==> config.mk <==
export PLATFORM = sky130hd
export DESIGN_NAME = fetch_pc_gen_flat
export DESIGN_NICKNAME = d
export VERILOG_FILES = /design/src/rtl/fetch_pc_gen_if.sv /design/src/rtl/fetch_pc_gen.sv /design/src/flat_wrapper.sv
export SDC_FILE = /design/constraint.sdc
export NUM_CORES = 1
export LEC_CHECK = 0
export BUFFER_PORTS_ARGS = -buffer_cell sky130_fd_sc_hd__buf_2
export CORE_UTILIZATION = 45
export CTS_BUF_LIST = sky130_fd_sc_hd__clkbuf_16
export DETAILED_ROUTE_END_ITERATION = 8
export GPL_TIMING_DRIVEN = 0
export HOLD_SLACK_MARGIN = 0.03
export PLACE_DENSITY_LB_ADDON = 0.1
export SLEW_MARGIN = 25
export SYNTH_ARGS = -nofsm -noshare
export SYNTH_HDL_FRONTEND = slang
export SYNTH_SLANG_ARGS = --single-unit
==> constraint.sdc <==
create_clock -name clk -period 4.1 [get_ports clk]
set_input_delay 0.82 -clock clk [delete_from_list [all_inputs] [get_ports clk]]
set_output_delay 0.82 -clock clk [all_outputs]
set_load 0.01 [all_outputs]
==> src/rtl/fetch_pc_gen_if.sv <==
// fetch_pc_gen_if: fetch request/response bundle between PC generator and icache side
interface fetch_pc_gen_if #(parameter int EPOCH_W = 2);
  logic                 stall;
  logic                 flush;
  logic [31:0]          flush_pc;
  logic                 bpu_taken;
  logic [31:0]          bpu_target;
  logic                 req_valid;
  logic                 req_ready;
  logic [1:0][31:0]     req_pc;
  logic [1:0]           req_en;
  logic [EPOCH_W-1:0]   req_epoch;
  logic                 req_adef;
  logic                 resp_valid;
  logic [EPOCH_W-1:0]   resp_epoch;
  logic                 resp_keep;
  modport master (
    input  stall, flush, flush_pc, bpu_taken, bpu_target, req_ready, resp_valid, resp_epoch,
    output req_valid, req_pc, req_en, req_epoch, req_adef, resp_keep
  );
  modport slave (
    output stall, flush, flush_pc, bpu_taken, bpu_target, req_ready, resp_valid, resp_epoch,
    input  req_valid, req_pc, req_en, req_epoch, req_adef, resp_keep
  );
endinterface

==> src/rtl/fetch_pc_gen.sv <==
// fetch_pc_gen: dual-slot fetch PC generator with redirect priority, epoch tagging and outstanding limit
module fetch_pc_gen #(
  parameter logic [31:0] RESET_PC        = 32'h1c00_0000,
  parameter int          LINE_BYTES      = 16,
  parameter int          MAX_OUTSTANDING = 4,
  parameter int          EPOCH_W         = 2
) (
  input logic           clk,
  input logic           rst,
  fetch_pc_gen_if.master bus
);
  localparam int OW = $clog2(MAX_OUTSTANDING) + 1;
  typedef enum logic {RUN, HALT} state_t;
  state_t             state_q, state_d;
  logic [31:0]        pc_q, pc_d;
  logic [EPOCH_W-1:0] epoch_q, epoch_d;
  logic [OW-1:0]      outst_q, outst_d;
  logic               adef, valid, en1, fire;
  logic [31:0]        line_off;
  always_comb begin
    adef     = pc_q[1:0] != 2'b00;
    line_off = pc_q & 32'(LINE_BYTES - 1);
    valid    = !rst && state_q == RUN && !bus.stall && !bus.flush && outst_q < OW'(MAX_OUTSTANDING);
    en1      = valid && !adef && (line_off + 32'd4 < 32'(LINE_BYTES));
    fire     = valid && bus.req_ready;
    pc_d     = bus.flush ? bus.flush_pc :
               (fire && bus.bpu_taken) ? bus.bpu_target :
               fire ? pc_q + (en1 ? 32'd8 : 32'd4) : pc_q;
    epoch_d  = bus.flush ? epoch_q + EPOCH_W'(1) : epoch_q;
    state_d  = bus.flush ? RUN : (fire && adef) ? HALT : state_q;
    outst_d  = outst_q + OW'(fire) - OW'(bus.resp_valid);
  end
  assign bus.req_valid = valid;
  assign bus.req_pc    = {pc_q + 32'd4, pc_q};
  assign bus.req_en    = {en1, valid};
  assign bus.req_epoch = epoch_q;
  assign bus.req_adef  = valid && adef;
  assign bus.resp_keep = !rst && bus.resp_valid && bus.resp_epoch == epoch_q;
  always_ff @(posedge clk) begin
    if (rst) begin
      state_q <= RUN;
      pc_q    <= RESET_PC;
      epoch_q <= '0;
      outst_q <= '0;
    end else begin
      state_q <= state_d;
      pc_q    <= pc_d;
      epoch_q <= epoch_d;
      outst_q <= outst_d;
    end
  end
  always_ff @(posedge clk) begin
    if (!rst) assert (!(bus.resp_valid && outst_q == '0));
  end
endmodule
==> src/flat_wrapper.sv <==
// flat-port wrapper written by rule: the top's interface ports become plain ports
module fetch_pc_gen_flat 
#(
  parameter logic [31:0] RESET_PC        = 32'h1c00_0000,
  parameter int          LINE_BYTES      = 16,
  parameter int          MAX_OUTSTANDING = 4,
  parameter int          EPOCH_W         = 2
)
  (clk, rst, bus_stall, bus_flush, bus_flush_pc, bus_bpu_taken, bus_bpu_target, bus_req_ready, bus_resp_valid, bus_resp_epoch, bus_req_valid, bus_req_pc, bus_req_en, bus_req_epoch, bus_req_adef, bus_resp_keep);
  fetch_pc_gen_if #(.EPOCH_W(EPOCH_W)) bus_i ();
  input logic clk;
  input logic rst;
  input wire logic [$bits(bus_i.stall)-1:0] bus_stall;
  input wire logic [$bits(bus_i.flush)-1:0] bus_flush;
  input wire logic [$bits(bus_i.flush_pc)-1:0] bus_flush_pc;
  input wire logic [$bits(bus_i.bpu_taken)-1:0] bus_bpu_taken;
  input wire logic [$bits(bus_i.bpu_target)-1:0] bus_bpu_target;
  input wire logic [$bits(bus_i.req_ready)-1:0] bus_req_ready;
  input wire logic [$bits(bus_i.resp_valid)-1:0] bus_resp_valid;
  input wire logic [$bits(bus_i.resp_epoch)-1:0] bus_resp_epoch;
  output wire logic [$bits(bus_i.req_valid)-1:0] bus_req_valid;
  output wire logic [$bits(bus_i.req_pc)-1:0] bus_req_pc;
  output wire logic [$bits(bus_i.req_en)-1:0] bus_req_en;
  output wire logic [$bits(bus_i.req_epoch)-1:0] bus_req_epoch;
  output wire logic [$bits(bus_i.req_adef)-1:0] bus_req_adef;
  output wire logic [$bits(bus_i.resp_keep)-1:0] bus_resp_keep;
  assign bus_i.stall = bus_stall;
  assign bus_i.flush = bus_flush;
  assign bus_i.flush_pc = bus_flush_pc;
  assign bus_i.bpu_taken = bus_bpu_taken;
  assign bus_i.bpu_target = bus_bpu_target;
  assign bus_i.req_ready = bus_req_ready;
  assign bus_i.resp_valid = bus_resp_valid;
  assign bus_i.resp_epoch = bus_resp_epoch;
  assign bus_req_valid = bus_i.req_valid;
  assign bus_req_pc = bus_i.req_pc;
  assign bus_req_en = bus_i.req_en;
  assign bus_req_epoch = bus_i.req_epoch;
  assign bus_req_adef = bus_i.req_adef;
  assign bus_resp_keep = bus_i.resp_keep;
  fetch_pc_gen #(.RESET_PC(RESET_PC), .LINE_BYTES(LINE_BYTES), .MAX_OUTSTANDING(MAX_OUTSTANDING), .EPOCH_W(EPOCH_W)) u_core (.clk(clk), .rst(rst), .bus(bus_i));
endmodule
# Word level (Yosys, flattened, before mapping)
# Index checks and enable logic that the tools add are counted.
word_totals:
  register_bits: 38
  out_inout_bits: 71
  word_cells: 37
op_classes:
  n_addsub: 6
  magnitude_cmp: 2
  n_eq_ne: 1
  n_mux: 4
  n_bitwise: 1
  n_reduce_logical: 19
op_table:
  columns: ["op", "count"]
  rows:
  - ["32-bit 2-to-1 mux", 3]
  - ["32-bit by 3-bit adder with 32-bit output, second input constant", 1]
  - ["32-bit adder", 1]
  - ["32-bit by 5-bit < comparator with 1-bit output, second input constant", 1]
  - ["1-bit logical AND", 12]
  - ["4-bit by 3-bit adder with 5-bit output, second input constant", 1]
  - ["1-bit logical NOT", 4]
  - ["4-bit 2-to-1 mux", 1]
  - ["3-bit by 1-bit adder with 3-bit output", 1]
  - ["3-bit < comparator, second input constant", 1]
  - ["3-bit nonzero test", 1]
  - ["3-bit by 1-bit subtractor with 3-bit output", 1]
  - ["2-bit by 1-bit adder with 2-bit output, second input constant", 1]
  - ["2-bit equality test", 1]
  - ["2-bit nonzero test", 1]
  - ["2-bit OR reduction", 1]
  - ["1-bit inverter", 1]

# Logic depth before layout (Yosys ltp)
# Gate-level depths: netlist of run 1.
depth:
  depth_word: 12
  depth_mapped: 12
  depth_no_buf: 10

# Worst setup path after synthesis of run 1
# OpenSTA, ideal clock, no wires.
synth_timing:
  path_kind: "input to register"
  start: "in bus_flush"
  end: "reg u_core.pc_q[23]"
  setup_time_ns: 0.117
  arrival_ns: 3.149
  setup_slack_ns: 0.835
  stages: 11
  path_buffers: 1
  path_cell_list: "clkbuf_1 -> nor2_1 -> nand2_1 -> or4_1 -> inv_1 -> ha_1 -> a21o_1 -> nand4_1 -> nor3_1 -> a221o_1 -> a22o_1"
synth_between:
  elab_chain_cells: 10
  word_cells_on_any_way: 13
  cone_classes: "1 x add/sub; 4 x mux; 8 x reduce/logical"
synth_rtl:
  columns: ["element", "line_no", "text"]
  rows:
  - ["start, declared", "flat_wrapper.sv:14", "input wire logic [$bits(bus_i.flush)-1:0] bus_flush;"]
  - ["1-bit logical NOT", "fetch_pc_gen.sv:23", "valid = !rst && state_q == RUN && !bus.stall && !bus.flush && outst_q < OW'(MAX_OUTSTANDING);"]
  - ["1-bit logical AND (2 in a row)", "fetch_pc_gen.sv:23", null]
  - ["1-bit logical AND (2 in a row)", "fetch_pc_gen.sv:24", "en1 = valid && !adef && (line_off + 32'd4 < 32'(LINE_BYTES));"]
  - ["named net u_core.en1", "fetch_pc_gen.sv:18", "logic adef, valid, en1, fire;"]
  - ["4-bit 2-to-1 mux", "fetch_pc_gen.sv:28", "fire ? pc_q + (en1 ? 32'd8 : 32'd4) : pc_q;"]
  - ["32-bit adder", "fetch_pc_gen.sv:28", null]
  - ["32-bit 2-to-1 mux", "fetch_pc_gen.sv:28", null]
  - ["32-bit 2-to-1 mux", "fetch_pc_gen.sv:27", "(fire && bus.bpu_taken) ? bus.bpu_target :"]
  - ["32-bit 2-to-1 mux", "fetch_pc_gen.sv:26", "pc_d = bus.flush ? bus.flush_pc :"]
  - ["end signal, assigned", "fetch_pc_gen.sv:47", "pc_q <= pc_d;"]
  - ["end, declared", "fetch_pc_gen.sv:15", "logic [31:0] pc_q, pc_d;"]
# The timed path passes the listed nets, and every way through them passes these cells. The select of a mux whose other input is x is not followed.
# A chain may end at the register's enable or synchronous reset.

# Worst setup path in the final report of run 1
layout_timing:
  start: "in bus_flush"
  end: "reg u_core.pc_q[18]"
# The elaborated chain is that of the path after synthesis.

==> results of run 1 <==
-- power breakdown --
| part | leakage (nW) | switching (mW) | internal, mW | total, mW |
|---|---|---|---|---|
| Sequential | 0.315 | 0.0422 | 0.404 | 0.446 |
| Clock | 0.0940 | 0.177 | 0.350 | 0.527 |
| Combinational | 1.53 | 0.220 | 0.156 | 0.376 |
-- cells by family (layout without fill, tap and decap cells) --
group,Yosys count,count (layout),share of synthesized area
buffers and inverters,57,211,0.0784
multiplexers,4,4,0.0122
flip-flops,38,38,0.233
adder cells (fa/ha/maj),6,6,0.0252
AO/OA/AOI/OAI,115,115,0.241
XOR/XNOR,37,37,0.0991
AND/OR/NAND/NOR,193,193,0.311
-- worst max path at each step --
stage	from	end	cells past startpoint	slack (ps)
global placement	bus_flush	u_core.pc_q[20]$_SDFFE_PP0N_	13	10
global route	bus_flush	u_core.pc_q[22]$_SDFFE_PP0N_	13	170
finish	bus_flush	u_core.pc_q[18]$_SDFFE_PP0N_	13	320
CTS	bus_flush	u_core.pc_q[23]$_SDFFE_PP0N_	12	210
detailed placement	bus_flush	u_core.pc_q[23]$_SDFFE_PP0N_	12	-30
floorplan	bus_flush	u_core.pc_q[23]$_SDFFE_PP0N_	11	830
-- synth_stat cells (all sizes together), types with 6 or more instances --
master	instances	area (um2)
o21ai	21	105
and4	6	52.6
xor2	14	123
or3	9	56.3
nor4	11	75.1
nor3	17	96.4
nand2	56	213
nor2	43	161
o211ai	7	52.6
and3	7	43.8
dfxtp	38	761
clkbuf	21	80.1
a31oi	9	56.3
buf	18	109
a21oi	23	115
inv	18	67.6
nand4	14	130
nand3	15	75.1
xnor2	23	201
-- worst max-delay path: stages --
cell	delay [ps]
buf_2	130
clkbuf_1	210
nor2_1	410
nand2_1	180
or4_1	470
inv_1	100
ha_1	190
o211ai_1	170
clkbuf_1	300
nor4_1	460
nand3_1	140
a21oi_1	230
o22ai_1	100
-- area by class of cell --
cell class / count / share of cell area
clock inverter: 3 / 0.0159
clock buffer: 5 / 0.0289
inverter: 18 / 0.0156
sequential: 38 / 0.176
multi-input combinational: 355 / 0.522
tap: 96 / 0.0277
buffer: 39 / 0.0436
timing repair buffer: 146 / 0.171
-- placed cells by master, fill, tap and decap left out, types with 6 or more instances in the layout --
master    instances
a31oi_1           9
xor2_1           14
nand3_1          15
o211ai_1          7
nand2_1          55
inv_1            17
nand4_1          10
a21oi_1          23
and3_1            7
buf_4            11
buf_2           152
o21ai_0          19
xnor2_1          23
and4_1            6
dfxtp_1          38
or3_1             9
nor2_1           43
nor4_1            9
nor3_1           16
clkbuf_1         20
-- sequential cells by signal (all words and copies together) (netlist names) --
register              count
u_core.pc_q              32
u_core.outst_q            3
u_core.bus.req_epoch      2
u_core.state_q            1
-- layer usage --
| layer | track usage | share of wire | up-vias |
|---|---|---|---|
| met3 | 0.0597 | 0.10 | 53 |
| met4 | 0.167 | 0.032 | 0 |
| met1 | 0.462 | 0.41 | 1984 |
| met5 | 0 | 0 | - |
| li1 | - | - | 1955 |
| met2 | 0.584 | 0.46 | 329 |
-- repair_timing --
| item | 4_1_cts | 5_1_grt |
|---|---|---|
| resized for setup | 0 | 1 |
| buffers inserted | 0 | 3 |
| endpoints found under the setup margin | 0 | 2 |
-- per-stage QoR --
| step | util | TNS, ps | setup WS, ps |
|---|---|---|---|
| after detailed placement | 0.595 | -32.5 | -29.2 |
| after CTS | 0.623 | 0 | 214 |
| after floorplan | - | 0 | 835 |
| final | 0.627 | 0 | 319 |
| after global routing | 0.627 | 0 | 172 |
| after global placement | 0.595 | 0 | 12.9 |
==> flow_summary.toml, run 1 <==
[routing]
drt_iter0_drc = 418
finalWirelength_um = 13800
vias = 4321
vias_per_cell = 6.17
drc = 0
antenna_left = 0
wl_per_cell_um = 19.7
firstDrtPassIters = 5

[layout]
final_layout_size_suffix_gt1_frac = 0.305
fill_cells = 683
antennaDiodeCount = 0
multi_input_area_um2 = 2260
final_nets = 682
final_area_um2 = 4330
instances_no_fill = 700
register_area_um2 = 761
area_growth_pct = 32.4

[min_path]
hp-class = "flop to flop"
worstHoldPathCells = 1
min_to = "u_core.state_q$_SDFFE_PP0P_"
hp-start = "u_core.state_q$_SDFFE_PP0P_"

[logic_synthesis]
ys.flop_type = "dfxtp_1"
synth_edf_count = 0
ys_seq_elements = 38
synth.distinct_cells = 61
syn_nets = 529
yosysWarnings = 0
synth_area_per_cell_um2 = 7.27
async_flop_share = 0
netlist_instances = 450
ys_seq_area_frac = 0.233
syn_area_um2 = 3270

[place]
dp_hpwl_um = 9940
gp_congestion = 0.997
place_inst = 689
io_buffers = 143
postPlaceCellArea_um2 = 4110

[floorplanning]
ioPinCount = 144
coreArea_um2 = 6910
row_count = 30
start_util = 0.474
die_w_um = 87.3
die_y_um = 87.3
die_area_um2 = 7610

[setup_path]
crit_path_end_kind = "flop"
reg2reg_to = "u_core.pc_q[18]$_SDFFE_PP0N_"
worstPathMaxFanout = 10
worstSetupStartpointType = "input pin"
crit_arrival_ps = 3920
reg2reg_from = "u_core.state_q$_SDFFE_PP0P_"
path_class = "input pin to flop"
rr_worst_depth = 11
required_ps = 4240
r2r_setup_slack_ps = 910

[sta]
setup_viol = 0
finalMaxSlewViolations = 0
max_freq_mhz = 265
hold_ws_ps = 532
worst_slew_pin_slew_ps = 1170
rsz0062_at_grt = "false"
hold_viol = 0
period_needed_ps = 3780
max_slew_margin = 0.213
period_share = 0.922
finalClockSkew_ps = 6.39

[clock_tree]
h-tree-depth = 2
ctsRootBufferMaster = "clkbuf_16"
clk_latency_ps = 290
cts_made_buffers = 5
cts_tree = "yes"
ctsHoldBuffers = 0
clock-sinks = 38
clk_path_buf_depth = 2
clk_pin_slew_ps = 60

[global_route]
antenna_found_initial = 0
grt_max_degree = 14
first_global_vias = 3965
grt_pass1_wl_um = 20600
grt-ovfl-total = 0
grt.total_usage = 0.359

[status]
status = "finished, final reports clean"

[power_and_ir_drop]
power.leakage_nw = 1.94
total_power_mw = 1.35
power_density_nw_per_um2 = 312
peakVddDrop_v = 0.000172

[job]
maxCapViolCount = 0
No activity file was read; power rests on OpenSTA's default activity.
==> run 2, diff against run 1 <==
--- a/config.mk
+++ b/config.mk
@@ -12,6 +12,7 @@
 export GPL_TIMING_DRIVEN = 0
 export HOLD_SLACK_MARGIN = 0.03
 export PLACE_DENSITY_LB_ADDON = 0.1
+export SETUP_SLACK_MARGIN = 0.4
 export SLEW_MARGIN = 25
 export SYNTH_ARGS = -nofsm -noshare
 export SYNTH_HDL_FRONTEND = slang
==> run 2 against run 1 <==
Effect of this change:
- the flow now finishes with violations (design-rule violations)
- sequential cell count unchanged
- worst setup slack better by 170 ps
- clock skew about the same
- routed wire length up 0.11%
- global-route usage up 0.38 points
- cell count unchanged
- power up 0.24%
- first-iteration DRC count up 11%
- non-clock buffer count unchanged
- sequential share of layout area down 0.091 points
- die area unchanged
- largest power group unchanged
- highest routed layer unchanged
==> flow_summary.toml, run 2 (synthesized netlist as in run 1, its figures left out) <==
[layout]
area_growth_pct = 33.1
fill_cells = 683
antennaDiodeCount = 0
instances_no_fill = 700
final_layout_size_suffix_gt1_frac = 0.308
layout_common_cells = "buf_2, nand2_1, nor2_1"
final_common_cell = "buf_2"
largest_reg_flops = 32
top_register = "u_core.pc_q"
final_nets = 682

[place]
io_buffers = 143
place_inst = 689
gp_congestion = 0.997
dp_hpwl_um = 9940
dp_slack_ps = -29.2

[floorplanning]
die_area_um2 = 7610
ioPinCount = 144
die_w_um = 87.3
die_y_um = 87.3
coreArea_um2 = 6910
row_count = 30
start_util = 0.474

[sta]
period_needed_ps = 3610
rsz0062_at_grt = "true"
finalClockSkew_ps = 5.94
period_share = 0.881
timing.final.ws_setup_ps = 490
fin_tns_setup_ps = 0
worst_slew_pin_slew_ps = 1090
finalMaxSlewViolations = 0
hold_ws_ps = 530
setup_viol = 0
max_freq_mhz = 277
hold_viol = 0
max_slew_margin = 0.273

[routing]
wl_per_cell_um = 19.8
finalWirelength_um = 13800
firstDrtPassIters = 7
vias_per_cell = 6.22
drc = 1
vias = 4352
drt_iter0_drc = 463
antenna_left = 0

[global_route]
grt-ovfl-total = 0
grt_pass1_wl_um = 20800
grt_max_degree = 14
first_global_vias = 3986
antenna_found_initial = 0
grt.total_usage = 0.363

[clock_tree]
h-tree-depth = 2
cts_tree = "yes"
clock-sinks = 38
ctsRootBufferMaster = "clkbuf_16"
clk_pin_slew_ps = 60
clk_latency_ps = 290
cts_made_buffers = 5
clk_path_buf_depth = 2

[setup_path]
crit_path_end_kind = "flop"
worstPathMaxFanout = 10
path_class = "input pin to flop"
required_ps = 4240
crit_arrival_ps = 3750
worstSetupStartpointType = "input pin"

[power_and_ir_drop]
power.leakage_nw = 1.96
peakVddDrop_v = 0.000169
power_density_nw_per_um2 = 311
total_power_mw = 1.35

[job]
maxCapViolCount = 0

[status]
status = "finished with violations"
violations = "design-rule violations"

[min_path]
hp-class = "flop to flop"
==> run 2: cell types whose count changed in the layout (fill, tap and decap cells not counted) <==
cell    previous run  this run
nor4_1             9         8
nor4_4             0         1
nor2_4             0         1
nor2_1            43        42
==> run 2: metal layers <==
layer  track usage  vias up  share of wire
met3        0.0578       55           0.11
li1              -     1956              -
met2         0.585      341           0.46
met4         0.177        0          0.036
met5             0        -              0
met1         0.469     2000           0.40
==> run 2: area by class of cell <==
class	count	area [um2]	area share
Sequential cell	38	761	0.175
Clock inverter	3	68.8	0.0158
Clock buffer	5	125	0.0288
Multi-Input combinational cell	355	2280	0.524
Buffer	39	189	0.0434
Tap cell	96	120	0.0276
Timing Repair Buffer	146	738	0.170
Inverter	18	67.6	0.0155
==> run 2: final timing paths <==
path,startpoint,end,slack (ps),cells after the start
max,bus_flush,u_core.pc_q[18]$_SDFFE_PP0N_,490,13
min,u_core.state_q$_SDFFE_PP0P_,u_core.state_q$_SDFFE_PP0P_,530,1
max reg2reg,u_core.state_q$_SDFFE_PP0P_,u_core.pc_q[18]$_SDFFE_PP0N_,890,11
min reg2reg,u_core.state_q$_SDFFE_PP0P_,u_core.state_q$_SDFFE_PP0P_,530,1
==> run 2: critical path, cell delays in order <==
cell      delay, ps
buf_2           130
clkbuf_1        240
nor2_4          260
nand2_1         130
or4_1           460
inv_1           100
ha_1            190
o211ai_1        170
clkbuf_1        310
nor4_1          480
nand3_1         140
a21oi_1         230
o22ai_1         100
==> run 2: metrics by stage <==
step	utilization	instance area (um2)
after floorplan	-	3270
after global placement	0.595	4110
after detailed placement	0.595	4110
after CTS	0.627	4330
after global routing	0.630	4350
final	0.630	4350
==> run 2: repair_timing <==
action	4_1_cts	5_1_grt
endpoints found under the setup margin	7	18
endpoints found under the hold margin	0	0
gates resized for setup	1	4
hold buffers	0	0
buffers inserted	3	0
pin swaps	1	0
==> run 2: where the power goes <==
group          switching [mW]  internal [mW]
clock network           0.178          0.350
logic                   0.221          0.157
registers              0.0423          0.404
